`src/rtl/spi_pkg.sv`:
```
// Shared definitions for the SPI clock / chip-select sequencer:
// FSM state encoding, default field widths and {CPOL,CPHA} mode codes.
package spi_pkg;

  localparam int unsigned SPI_DIV_W = 8;
  localparam int unsigned SPI_CNT_W = 6;

  typedef enum logic [2:0] {
    SPI_IDLE,
    SPI_SETUP,
    SPI_RUN,
    SPI_HOLD,
    SPI_GAP
  } spi_state_e;

  localparam logic [1:0] SPI_MODE0 = 2'b00;
  localparam logic [1:0] SPI_MODE1 = 2'b01;
  localparam logic [1:0] SPI_MODE2 = 2'b10;
  localparam logic [1:0] SPI_MODE3 = 2'b11;

endpackage

```
`src/rtl/spi_tick_div.sv`:
```
// Half-period divider: counts 0..div while enabled and flags the last
// count of each period, so the consumer acts every div+1 cycles.
// Ports:
//   clk, rst : clock, async active-high reset
//   en       : run enable; counter held at zero while low
//   div      : terminal count (period = div+1 cycles)
//   tick_c   : combinational, high in the last cycle of each period
module spi_tick_div #(
  parameter int unsigned W = 8
) (
  input  logic         clk,
  input  logic         rst,
  input  logic         en,
  input  logic [W-1:0] div,
  output logic         tick_c
);

  logic [W-1:0] cnt;

  // Combinational so the consumer's registered update lands exactly on
  // the period boundary edge.
  assign tick_c = en && (cnt == div);

  always_ff @(posedge clk or posedge rst) begin
    if (rst) begin
      cnt <= '0;
    end else if (!en || tick_c) begin
      cnt <= '0;
    end else begin
      cnt <= cnt + W'(1);
    end
  end

endmodule

```
`src/rtl/spi_sclk_gen.sv`:
```
// SPI master clock and chip-select sequencer with programmable half-period,
// all four CPOL/CPHA modes, framed chip select and per-edge strobes.
// Ports:
//   m_clk, rst              : system clock, async active-high reset
//   cfg_div                 : half-period H = cfg_div+1 cycles
//   cfg_cpol, cfg_cpha      : clock polarity / phase
//   nbits                   : bits per frame, 0 means 2^CNT_W
//   start                   : frame request, honoured only when idle
//   busy, done              : frame in progress / end-of-frame pulse
//   spi_clk, spi_cs_n       : serial clock and active-low chip select
//   lead_edge, trail_edge   : strobes on leading / trailing spi_clk toggles
//   sample_stb, shift_stb   : datapath strobes mapped from edges by CPHA
module spi_sclk_gen
  import spi_pkg::*;
#(
  parameter int unsigned DIV_W = SPI_DIV_W,
  parameter int unsigned CNT_W = SPI_CNT_W
) (
  input  logic             m_clk,
  input  logic             rst,
  input  logic [DIV_W-1:0] cfg_div,
  input  logic             cfg_cpol,
  input  logic             cfg_cpha,
  input  logic [CNT_W-1:0] nbits,
  input  logic             start,
  output logic             busy,
  output logic             done,
  output logic             spi_clk,
  output logic             spi_cs_n,
  output logic             lead_edge,
  output logic             trail_edge,
  output logic             sample_stb,
  output logic             shift_stb
);

  localparam int unsigned EDGE_W = CNT_W + 1;

  spi_state_e        state;
  logic [DIV_W-1:0]  div_q;
  logic              cpol_q;
  logic              cpha_q;
  logic [CNT_W-1:0]  nbits_q;
  logic [EDGE_W-1:0] edge_cnt;
  logic [EDGE_W-1:0] edge_nxt_c;
  logic [EDGE_W-1:0] edge_last_c;
  logic              is_lead_c;
  logic              div_en_c;
  logic              tick_c;

  assign div_en_c = (state != SPI_IDLE);

  // Edge counter holds the 0-based index of the latest toggle; the last
  // index 2N-1 = {N-1,1} also covers nbits=0 (N=2^CNT_W) without overflow.
  assign edge_nxt_c  = edge_cnt + EDGE_W'(1);
  assign edge_last_c = {nbits_q - CNT_W'(1), 1'b1};

  // Toggle leaving SETUP is index 0 (leading); even indices lead.
  assign is_lead_c = (state == SPI_SETUP) || !edge_nxt_c[0];

  spi_tick_div #(.W(DIV_W)) u_div (
    .clk    (m_clk),
    .rst    (rst),
    .en     (div_en_c),
    .div    (div_q),
    .tick_c (tick_c)
  );

  // Frame sequencer with registered outputs.
  always_ff @(posedge m_clk or posedge rst) begin
    if (rst) begin
      state      <= SPI_IDLE;
      div_q      <= '0;
      cpol_q     <= 1'b0;
      cpha_q     <= 1'b0;
      nbits_q    <= '0;
      edge_cnt   <= '0;
      busy       <= 1'b0;
      done       <= 1'b0;
      spi_clk    <= 1'b0;
      spi_cs_n   <= 1'b1;
      lead_edge  <= 1'b0;
      trail_edge <= 1'b0;
      sample_stb <= 1'b0;
      shift_stb  <= 1'b0;
    end else begin
      done       <= 1'b0;
      lead_edge  <= 1'b0;
      trail_edge <= 1'b0;
      sample_stb <= 1'b0;
      shift_stb  <= 1'b0;

      case (state)
        SPI_IDLE: begin
          spi_clk <= cfg_cpol;
          if (start) begin
            div_q    <= cfg_div;
            cpol_q   <= cfg_cpol;
            cpha_q   <= cfg_cpha;
            nbits_q  <= nbits;
            edge_cnt <= '0;
            busy     <= 1'b1;
            spi_cs_n <= 1'b0;
            state    <= SPI_SETUP;
          end
        end

        SPI_SETUP, SPI_RUN: begin
          if (tick_c) begin
            spi_clk    <= ~spi_clk;
            lead_edge  <= is_lead_c;
            trail_edge <= !is_lead_c;
            sample_stb <= cpha_q ? !is_lead_c : is_lead_c;
            shift_stb  <= cpha_q ? is_lead_c : !is_lead_c;
            if (state == SPI_SETUP) begin
              edge_cnt <= '0;
              state    <= SPI_RUN;
            end else begin
              edge_cnt <= edge_nxt_c;
              if (edge_nxt_c == edge_last_c) begin
                state <= SPI_HOLD;
              end
            end
          end
        end

        SPI_HOLD: begin
          if (tick_c) begin
            spi_cs_n <= 1'b1;
            done     <= 1'b1;
            state    <= SPI_GAP;
          end
        end

        SPI_GAP: begin
          if (tick_c) begin
            busy     <= 1'b0;
            edge_cnt <= '0;
            state    <= SPI_IDLE;
          end
        end

        default: state <= SPI_IDLE;
      endcase
    end
  end

endmodule

```
`config.mk`:
```
export PLATFORM = sky130hd
export DESIGN_NAME = spi_sclk_gen
export DESIGN_NICKNAME = d
export VERILOG_FILES = /design/src/rtl/spi_pkg.sv /design/src/rtl/spi_tick_div.sv /design/src/rtl/spi_sclk_gen.sv
export SDC_FILE = /design/constraint.sdc
export NUM_CORES = 1
export LEC_CHECK = 0
export BUFFER_PORTS_ARGS = -buffer_cell sky130_fd_sc_hd__buf_2
export CORE_MARGIN = 1
export CORE_UTILIZATION = 55
export DETAILED_ROUTE_END_ITERATION = 8
export PLACE_DENSITY_LB_ADDON = 0.12
export RECOVER_POWER = 50
export REMOVE_ABC_BUFFERS = 1
export SLEW_MARGIN = 25
export SYNTH_ARGS = -nofsm -noshare
export SYNTH_HDL_FRONTEND = slang
export SYNTH_SLANG_ARGS = --single-unit
```
`constraint.sdc`:
```
create_clock -name m_clk -period 2.55 [get_ports m_clk]
set_clock_uncertainty 0.15 [all_clocks]
set_input_delay 0.255 -clock m_clk [delete_from_list [all_inputs] [get_ports m_clk]]
set_output_delay 0.255 -clock m_clk [all_outputs]
set_load 0.005 [all_outputs]
```
==> results.py, run 1 <==
metrics = {
    "status": {
        "status": "complete, no violations",
    },
    "power": {
        "p_seq_share_pct": 44.5,
        "combPwrFrac_pct": 39.4,
        "sw_frac_of_total_pct": 38.88,
        "clockPowerShare_pct": 16.2,
        "p_int_mw": 1.548,
        "power.switching_mw": 0.9844,
        "power_density_nw_per_um2": 1058,
        "vdd_ir_drop_max_mv": 0.6126,
        "p_leak_nw": 1.105,
    },
    "synth": {
        "synth-main-ff-cell": "dfrtp_1",
        "synth-xor-area-share_pct": 11.74,
        "synth.most_common_cell": "dfrtp_1",
        "synthSimpleGateAreaFrac_pct": 15.14,
        "synth_edf_count": 0,
        "synth.top_cell.area_share_pct": 46.95,
        "synth_seq_cells": 41,
        "synthAdderAreaFrac_pct": 2.230,
        "syn_area_per_cell_um2": 11.16,
        "synth_mux_area_share_pct": 8.275,
        "yosysTopAreaCell": "dfrtp_1",
        "synth.area.top_cells": "dfrtp_1, xor2_1, mux2_2",
        "synth-compound-area-share_pct": 11.85,
        "netlist_area_um2": 2132,
        "synthArstFlopShare_pct": 100.0,
        "yosysSeqAreaShare_pct": 48.18,
        "syn_inst": 191,
        "yosys_warnings": 0,
        "synth.distinct_cells": 47,
        "synth_top_family_by_area": "simple AND/OR/NAND/NOR gates",
        "synth_common_cells": "dfrtp_1, nor2_1, xor2_1",
    },
    "sta": {
        "slew_headroom_pct": 34.74,
        "layout_min_cycle_time_ps": 2140,
        "tns_ps": 0,
        "finalHoldViolCount": 0,
        "min_period_over_period_pct": 83.94,
        "whs_ps": 16.41,
        "setup_violations": 0,
        "max_freq_mhz": 467.2,
        "worst_slew_pin_slew_ps": 978.8,
        "rsz0062_at_grt": "false",
        "slew_viol_final": 0,
    },
    "cts": {
        "cts_root_buf": "clkbuf_8",
        "cts_sinks": 41,
        "cts_setup_buffers": 0,
        "numCtsBuffers": 5,
        "clockBufferDepth": 2,
        "clk_pin_slew_worst_paths_ps": 80,
        "clkLatencyLatePin_ps": 290,
        "cts_max_level": 2,
        "cts_tree": "done",
    },
    "final_layout": {
        "fillers": 318,
        "final_core_util_pct": 64.86,
        "multi_input_area_um2": 1050,
        "nNetsFinal": 242,
        "area_growth_pct": 12.21,
        "n_antenna_cell": 0,
        "ff_latch_area_um2": 1027,
        "drive_above_1_share_pct": 28.51,
    },
    "drt": {
        "viasPerCell": 5.584,
        "vias": 1502,
        "wl_met2_um": 1943,
        "drt_iter0_drc": 167,
        "ant_nets": 0,
        "routed-wl-met3_um": 179,
        "routed.top_layer": "met4",
        "drc": 0,
        "wl_met1_um": 1751,
        "routed_wl_um": 3944,
        "avgRoutedWirePerCell_um": 14.66,
        "first_pass_iters": 4,
    },
    "worst_setup_path": {
        "required_ps": 2580,
        "worst-path-max-fanout": 8,
        "cp_slowest_stage_delay_ps": 450,
        "cp-start-kind": "register",
        "cp_cell_sequence": "xor2_1 > nor4_4 > nand3_2 > o21a_4 > mux2_4",
        "critPathSlowestCell": "dfrtp_1",
        "arrival_ps": 2170,
        "critical-path-top-delay-family": "simple AND/OR/NAND/NOR gates",
        "cp-end-kind": "register",
        "critPathBufInv": 0,
        "worstSetupPathType": "reg -> reg",
    },
    "placement": {
        "place_congestion": 0.9091,
        "portBuffers": 26,
        "dp_hpwl_um": 2930,
    },
    "global_route": {
        "antenna_found_initial": 0,
        "gr-total-overflow": 0,
        "grt_pass1_wl_um": 6582,
        "grt_pass1_vias": 1442,
        "grt_max_degree": 42,
        "gr-usage-all-layers_pct": 21.54,
    },
    "die": {
        "die_w_um": 64.26,
        "die_area_um2": 4129,
        "core_area_um2": 3689,
        "initial_core_util_pct": 57.80,
        "rows": 22,
        "die_h_um": 64.26,
        "pin_count": 27,
    },
    "hold_path": {
        "hp-class": "in -> reg",
    },
    "flow_run": {
        "drv_cap": 0,
    },
}
tightest hold or removal path: cells and delay by family:
family	cells	cell delay, ps
simple gates	1	30
buf+inv	1	70
compound gates	1	50
metal layers:
metal / vias to the layer above / GRT usage, %
li1: 726 / -
met1: 724 / 27.07
met2: 46 / 33.95
met3: 6 / 7.321
met4: 0 / 8.611
met5: - / 0
metrics by stage:
stage	instance area [um2]	total power, mW	setup WS, ps	instances
CTS	2397	2.558	416.0	269
detailed placement	2301	2.138	442.7	260
floorplan	2103	1.893	595.5	185
finish	2392	2.532	409.5	269
global route	2392	2.726	277.1	269
global placement	2301	2.071	506.7	260
cell type report:
cell class              count  area share (%)
multi-input cells         137           43.88
flip-flops and latches     41           42.94
repair buffers             28           5.962
clock buffers               5           2.877
well taps                  48           2.510
inverters                   7           1.098
clock inverters             3          0.7322
final timing paths:
kind / endpoint / slack, ps / depth (start not counted) / from
min in group asynchronous: nbits_q[2] / 650 / 4 / rst
min: nbits_q[1] / 20 / 3 / nbits[1]
max: edge_cnt[5] / 410 / 5 / u_div.cnt[0]
max reg2reg: edge_cnt[5] / 410 / 5 / u_div.cnt[0]
min reg2reg: spi_cs_n / 360 / 2 / spi_cs_n
max in group asynchronous: edge_cnt[6] / 990 / 4 / rst
registers in the layout, summed over array words and instances, names as in the netlist:
register / cells
busy: 1
state: 3
sample_stb: 1
nbits_q: 6
u_div.cnt: 8
edge_cnt: 7
lead_edge: 1
done: 1
shift_stb: 1
cpha_q: 1
trail_edge: 1
div_q: 8
spi_cs_n: 1
spi_clk: 1
cell usage in the layout (no fill, tap or decap), types with 2 or more instances in the layout:
master	instances
mux2_4	2
nor4_1	2
clkinv_2	2
nand3_1	10
nor3b_1	2
o31ai_1	2
xor2_1	18
xnor2_1	8
ha_1	3
inv_1	7
o21ai_0	11
a21oi_1	4
dfrtp_1	40
o211ai_1	3
or2_2	2
nand2_1	5
mux2_2	13
a21o_1	2
nor4_4	2
clkbuf_8	5
a21o_2	3
nor3_1	4
nor2_1	18
or3_1	2
buf_2	24
clkbuf_1	2
power groups by stage:
| stage | combinational [mW] | clock, mW | sequential, mW |
|---|---|---|---|
| 2_1_floorplan | 0.817 | 0 | 1.08 |
| 3_3_place_gp | 0.955 | 0 | 1.12 |
| 3_5_place_dp | 1.00 | 0 | 1.13 |
| 4_1_cts | 1.02 | 0.422 | 1.12 |
| 5_1_grt | 1.11 | 0.458 | 1.16 |
| 6_report | 0.997 | 0.409 | 1.13 |
cell families after synthesis:
kind of cell | after synthesis
simple gates | 56
flops | 41
compound gates | 35
xor+xnor | 27
mux | 15
buf+inv | 13
fa+ha+maj | 4
what timing repair did:
item	CTS	global route
hold buffers	1	0
hold endpoints to repair	40	0
resized for setup	0	0
(Power assumes the default switching activity.)
==> inputs of run 2 (changes only) <==
- clock period: 2.55 -> 2 ns (I/O delays scaled with it)
==> run 2 against run 1 <==
Against the previous run:
- global-route usage grew 3.1 points
- routed wire length grew 13%
- utilization grew 8.5 points
- flip-flop and latch count is the same
- critical path depth is the same
- via count grew 9.0%
- sequential share of layout area shrank 5.0 points
- worst setup slack lost 350 ps
- clock power grew 45%
- first-iteration DRC count shrank 38%
- critical endpoint is now edge_cnt[4]
- largest cell class unchanged
- highest routed layer unchanged
==> results.py, run 2 (synthesis results as in run 1) <==
metrics = {
    "worst_setup_path": {
        "worst-path-max-fanout": 7,
        "arrival_ps": 1980,
        "required_ps": 2030,
        "worstRegToRegCells": 5,
        "r2r_setup_slack_ps": 60,
        "cp-end-kind": "register",
        "r2r_start": "u_div.cnt[7]",
        "worstSetupPathType": "reg -> reg",
        "cp-start-kind": "register",
        "r2r_end": "edge_cnt[4]",
    },
    "global_route": {
        "grt_pass1_vias": 1646,
        "antenna_found_initial": 0,
        "grt_max_degree": 42,
        "gr-total-overflow": 0,
        "gr-usage-all-layers_pct": 24.63,
        "grt_pass1_wl_um": 7576,
    },
    "drt": {
        "ant_nets": 0,
        "drc": 0,
        "first_pass_iters": 4,
        "drt_iter0_drc": 104,
        "viasPerCell": 5.475,
        "wl_met2_um": 2196,
        "avgRoutedWirePerCell_um": 14.84,
        "routed-wl-met3_um": 162,
        "wl_met1_um": 1992,
        "routed_wl_um": 4438,
        "routed.top_layer": "met4",
        "vias": 1637,
    },
    "sta": {
        "finalHoldViolCount": 0,
        "layout_min_cycle_time_ps": 1944,
        "rsz0062_at_grt": "false",
        "setup_violations": 0,
        "slew_headroom_pct": 33.06,
        "slew_viol_final": 0,
        "max_freq_mhz": 514.4,
        "worst_slew_pin_slew_ps": 1004,
        "tns_ps": 0,
        "min_period_over_period_pct": 97.20,
    },
    "die": {
        "die_w_um": 64.26,
        "initial_core_util_pct": 57.80,
        "rows": 22,
        "die_h_um": 64.26,
        "core_area_um2": 3689,
        "pin_count": 27,
        "die_area_um2": 4129,
    },
    "hold_path": {
        "hold_start": "cfg_cpol",
        "hold_depth": 3,
        "hp-class": "in -> reg",
        "min_to": "spi_clk",
    },
    "status": {
        "status": "complete, no violations",
    },
    "power": {
        "power_density_nw_per_um2": 1312,
        "vdd_ir_drop_max_mv": 0.7589,
        "p_leak_nw": 1.253,
        "power_mw": 3.548,
    },
    "flow_run": {
        "drv_cap": 0,
    },
    "final_layout": {
        "most-common-layout-cells": "dfrtp_1, buf_2, nor2_1",
        "final_core_util_pct": 73.34,
        "drive_above_1_share_pct": 32.67,
        "area_growth_pct": 26.88,
        "final_common_cell": "dfrtp_1",
        "final_area_um2": 2705,
        "n_antenna_cell": 0,
        "top_regs": "div_q x8, u_div.cnt x8, edge_cnt x7",
        "nNetsFinal": 272,
    },
    "cts": {
        "clockBufferDepth": 2,
        "cts_sinks": 41,
        "clkLatencyLatePin_ps": 290,
        "numCtsBuffers": 5,
        "cts_root_buf": "clkbuf_8",
        "cts_tree": "done",
        "clk_pin_slew_worst_paths_ps": 80,
        "cts_max_level": 2,
    },
    "placement": {
        "place_congestion": 0.8774,
        "dp_hpwl_um": 3226,
        "placed_area_um2": 2419,
        "portBuffers": 26,
    },
}
## run 2: area by class of cell
class | instances | area [um2]
multi-input cells | 137 | 1072
flip-flops and latches | 41 | 1027
fillers | 291 | 983.4
repair buffers | 58 | 417.9
clock buffers | 7 | 96.34
well taps | 48 | 60.06
inverters | 7 | 26.28
clock inverters | 1 | 5.005
## run 2: report_power, final
part | total (mW) | internal (mW) | switching, mW | leakage [nW]
Clock | 0.595 | 0.312 | 0.283 | 0.0542
Combinational | 1.56 | 0.778 | 0.787 | 0.677
Sequential | 1.39 | 1.13 | 0.258 | 0.522
## run 2: per-stage QoR
step / setup slack, ps / std cells / hold WS [ps]
finish: 56.07 / 299 / 56.19
global route: 4.641 / 299 / 68.16
CTS: 5.500 / 298 / 51.80
detailed placement: 20.15 / 274 / 206.0
global placement: 90.67 / 274 / 192.5
floorplan: 45.46 / 185 / 166.8
## run 2: critical path: stages (launching register included)
cell,delay (ps)
dfrtp_1,410
xor2_1,180
nor4_4,400
a211oi_4,120
o21a_4,270
mux2_4,290
## run 2: worst max path at each step
stage | from | slack [ps] | end
2_1_floorplan | u_div.cnt[1] | 50 | edge_cnt[4]
3_3_place_gp | u_div.cnt[6] | 90 | edge_cnt[4]
3_5_place_dp | u_div.cnt[6] | 20 | u_div.cnt[7]
4_1_cts | u_div.cnt[6] | 6 | u_div.cnt[6]
5_1_grt | div_q[1] | 5 | edge_cnt[5]
6_report | u_div.cnt[7] | 60 | edge_cnt[4]
## run 2: what timing repair did
| item | in CTS | in global routing |
|---|---|---|
| gates resized for setup | 0 | 5 |
| endpoints found under the setup margin | 0 | 11 |
| hold buffers | 16 | 0 |
| hold endpoints to repair | 55 | 0 |
| setup buffers | 0 | 1 |
## run 2: layer usage
metal / vias to the layer above / global-route usage (%)
met5: - / 0
met4: 0 / 11.67
met3: 7 / 6.429
met2: 38 / 39.87
met1: 806 / 30.53
li1: 786 / -
==> inputs of run 3 (changes only) <==
- CORE_UTILIZATION: 55 -> 25
==> run 3 against run 2 <==
Against the previous run:
- sequential power barely moved
- routed wire length rose by 7.5%
- maximum frequency fell by 0.31%
- worst hold slack improved by 7.0 ps
- flip-flop and latch count did not move
- count of clock-buffer cells in the layout did not move
- non-clock buffer count rose by 10
- register-to-register slack barely moved
- combinational power rose by 6%
- die area rose by 120%
- global-route usage fell by 13 points
- critical path type unchanged
- critical endpoint is now edge_cnt[5]
==> results.py, run 3 (synthesis results as in run 1) <==
metrics = {
    "power": {
        "power.switching_mw": 1.333,
        "power_density_nw_per_um2": 1293,
        "clockPowerShare_pct": 18.9,
        "sw_frac_of_total_pct": 35.86,
        "combPwrFrac_pct": 44.4,
        "vdd_ir_drop_max_mv": 0.5043,
        "power_mw": 3.715,
        "p_seq_share_pct": 36.7,
        "p_leak_nw": 1.309,
        "p_int_mw": 2.383,
    },
    "die": {
        "core_area_um2": 8217,
        "die_w_um": 94.35,
        "initial_core_util_pct": 25.95,
        "die_area_um2": 8902,
        "pin_count": 27,
        "die_h_um": 94.35,
        "rows": 33,
    },
    "final_layout": {
        "most-common-layout-cells": "dfrtp_1, buf_2, buf_4",
        "area_growth_pct": 34.74,
        "nNetsFinal": 282,
        "ff_latch_area_um2": 1027,
        "top_regs": "div_q x8, u_div.cnt x8, edge_cnt x7",
        "n_antenna_cell": 0,
        "fillers": 836,
        "drive_above_1_share_pct": 35.25,
        "final_area_um2": 2873,
        "instances_no_fill": 366,
        "final_common_cell": "dfrtp_1",
        "multi_input_area_um2": 1079,
    },
    "worst_setup_path": {
        "critical-path-top-delay-family": "flip-flops",
        "worstRegToRegCells": 5,
        "cp_slowest_stage_delay_ps": 410,
        "required_ps": 2030,
        "critPathBufInv": 0,
        "critPathSlowestCell": "dfrtp_1",
        "crit_end": "edge_cnt[5]",
        "r2r_setup_slack_ps": 50,
        "worst-path-max-fanout": 7,
        "cp-start-kind": "register",
        "cp_cell_sequence": "xor2_2 > nor4_4 > a211oi_4 > o21a_4 > mux2_4",
        "path_depth": 5,
        "worstSetupPathType": "reg -> reg",
        "cp-end-kind": "register",
        "r2r_start": "u_div.cnt[1]",
        "r2r_end": "edge_cnt[5]",
        "crit_start": "u_div.cnt[1]",
        "arrival_ps": 1980,
    },
    "cts": {
        "cts_max_level": 2,
        "cts_tree": "done",
        "cts_sinks": 41,
        "cts_root_buf": "clkbuf_8",
        "clk_pin_slew_worst_paths_ps": 80,
        "numCtsBuffers": 5,
        "clockBufferDepth": 2,
        "clkLatencyLatePin_ps": 300,
    },
    "global_route": {
        "gr-total-overflow": 0,
        "grt_max_degree": 33,
        "grt_pass1_wl_um": 7955,
        "antenna_found_initial": 0,
        "grt_pass1_vias": 1624,
        "gr-usage-all-layers_pct": 11.77,
    },
    "sta": {
        "slew_viol_final": 0,
        "rsz0062_at_grt": "true",
        "worst_slew_pin_slew_ps": 845.9,
        "layout_min_cycle_time_ps": 1950,
        "tns_ps": 0,
        "max_freq_mhz": 512.8,
        "slew_headroom_pct": 43.61,
        "setup_violations": 0,
        "min_period_over_period_pct": 97.50,
        "finalHoldViolCount": 0,
        "layout_setup_ws_ps": 50.04,
    },
    "drt": {
        "avgRoutedWirePerCell_um": 13.04,
        "ant_nets": 0,
        "viasPerCell": 4.336,
        "drt_iter0_drc": 64,
        "routed_wl_um": 4771,
        "first_pass_iters": 4,
        "vias": 1587,
        "drc": 0,
    },
    "placement": {
        "placed_area_um2": 2570,
        "place_ws_ps": -1.384,
        "dp_hpwl_um": 3566,
        "portBuffers": 26,
        "place_congestion": 0.7676,
        "post-place-cells": 340,
    },
    "flow_run": {
        "drv_cap": 0,
    },
    "hold_path": {
        "hp-class": "in -> reg",
    },
    "status": {
        "status": "complete, no violations",
    },
}
run 3: through the flow:
| step | hold WS, ps | util, % |
|---|---|---|
| floorplan | 166.8 | - |
| global placement | 18.89 | 31.28 |
| detailed placement | 17.71 | 31.28 |
| CTS | 66.21 | 34.73 |
| global route | 95.57 | 34.96 |
| finish | 63.14 | 34.96 |
run 3: layout make-up:
class / count / share of cell area [%]
inverter: 7 / 0.9146
clock buffer: 7 / 3.005
sequential: 41 / 35.76
clock inverter: 1 / 1.045
multi-input combinational: 137 / 37.54
timing repair buffer: 68 / 17.16
tap: 105 / 4.573
run 3: metal layers:
layer / wire, um / GRT usage, %
met1: 2231 / 15.77
met2: 2265 / 19.02
met4: 57 / 3.462
met5: 0 / 0
met3: 216 / 2.496
run 3: power groups by stage:
stage / clock (mW) / sequential [mW] / combinational, mW
after floorplan: 0 / 1.37 / 1.04
after global routing: 0.759 / 1.41 / 1.84
final: 0.703 / 1.36 / 1.65
after global placement: 0 / 1.36 / 1.59
after CTS: 0.728 / 1.35 / 1.64
after detailed placement: 0 / 1.37 / 1.58
run 3: worst min path at each step:
stage	slack (ps)	start	endpoint	cells after the start
final	60	cfg_cpol	spi_clk	3
after global routing	100	cfg_cpol	spi_clk	3
after CTS	70	cfg_cpol	spi_clk	3
after detailed placement	20	rst	div_q[5]	2
after global placement	20	rst	div_q[5]	2
after floorplan	170	nbits[0]	nbits_q[0]	2
run 3: tightest hold or removal path, delay by kind of cell:
| kind | cells | cell delay, ps |
|---|---|---|
| buf+inv | 1 | 80 |
| compound gates | 2 | 190 |
run 3: what timing repair did:
item | 4_1_cts | 5_1_grt
gates resized for setup | 0 | 5
hold buffers | 16 | 0
endpoints found under the hold margin | 24 | 0
buffers inserted | 1 | 1
pin swaps | 1 | 4
gates cloned | 0 | 0
setup endpoints to repair | 6 | 13
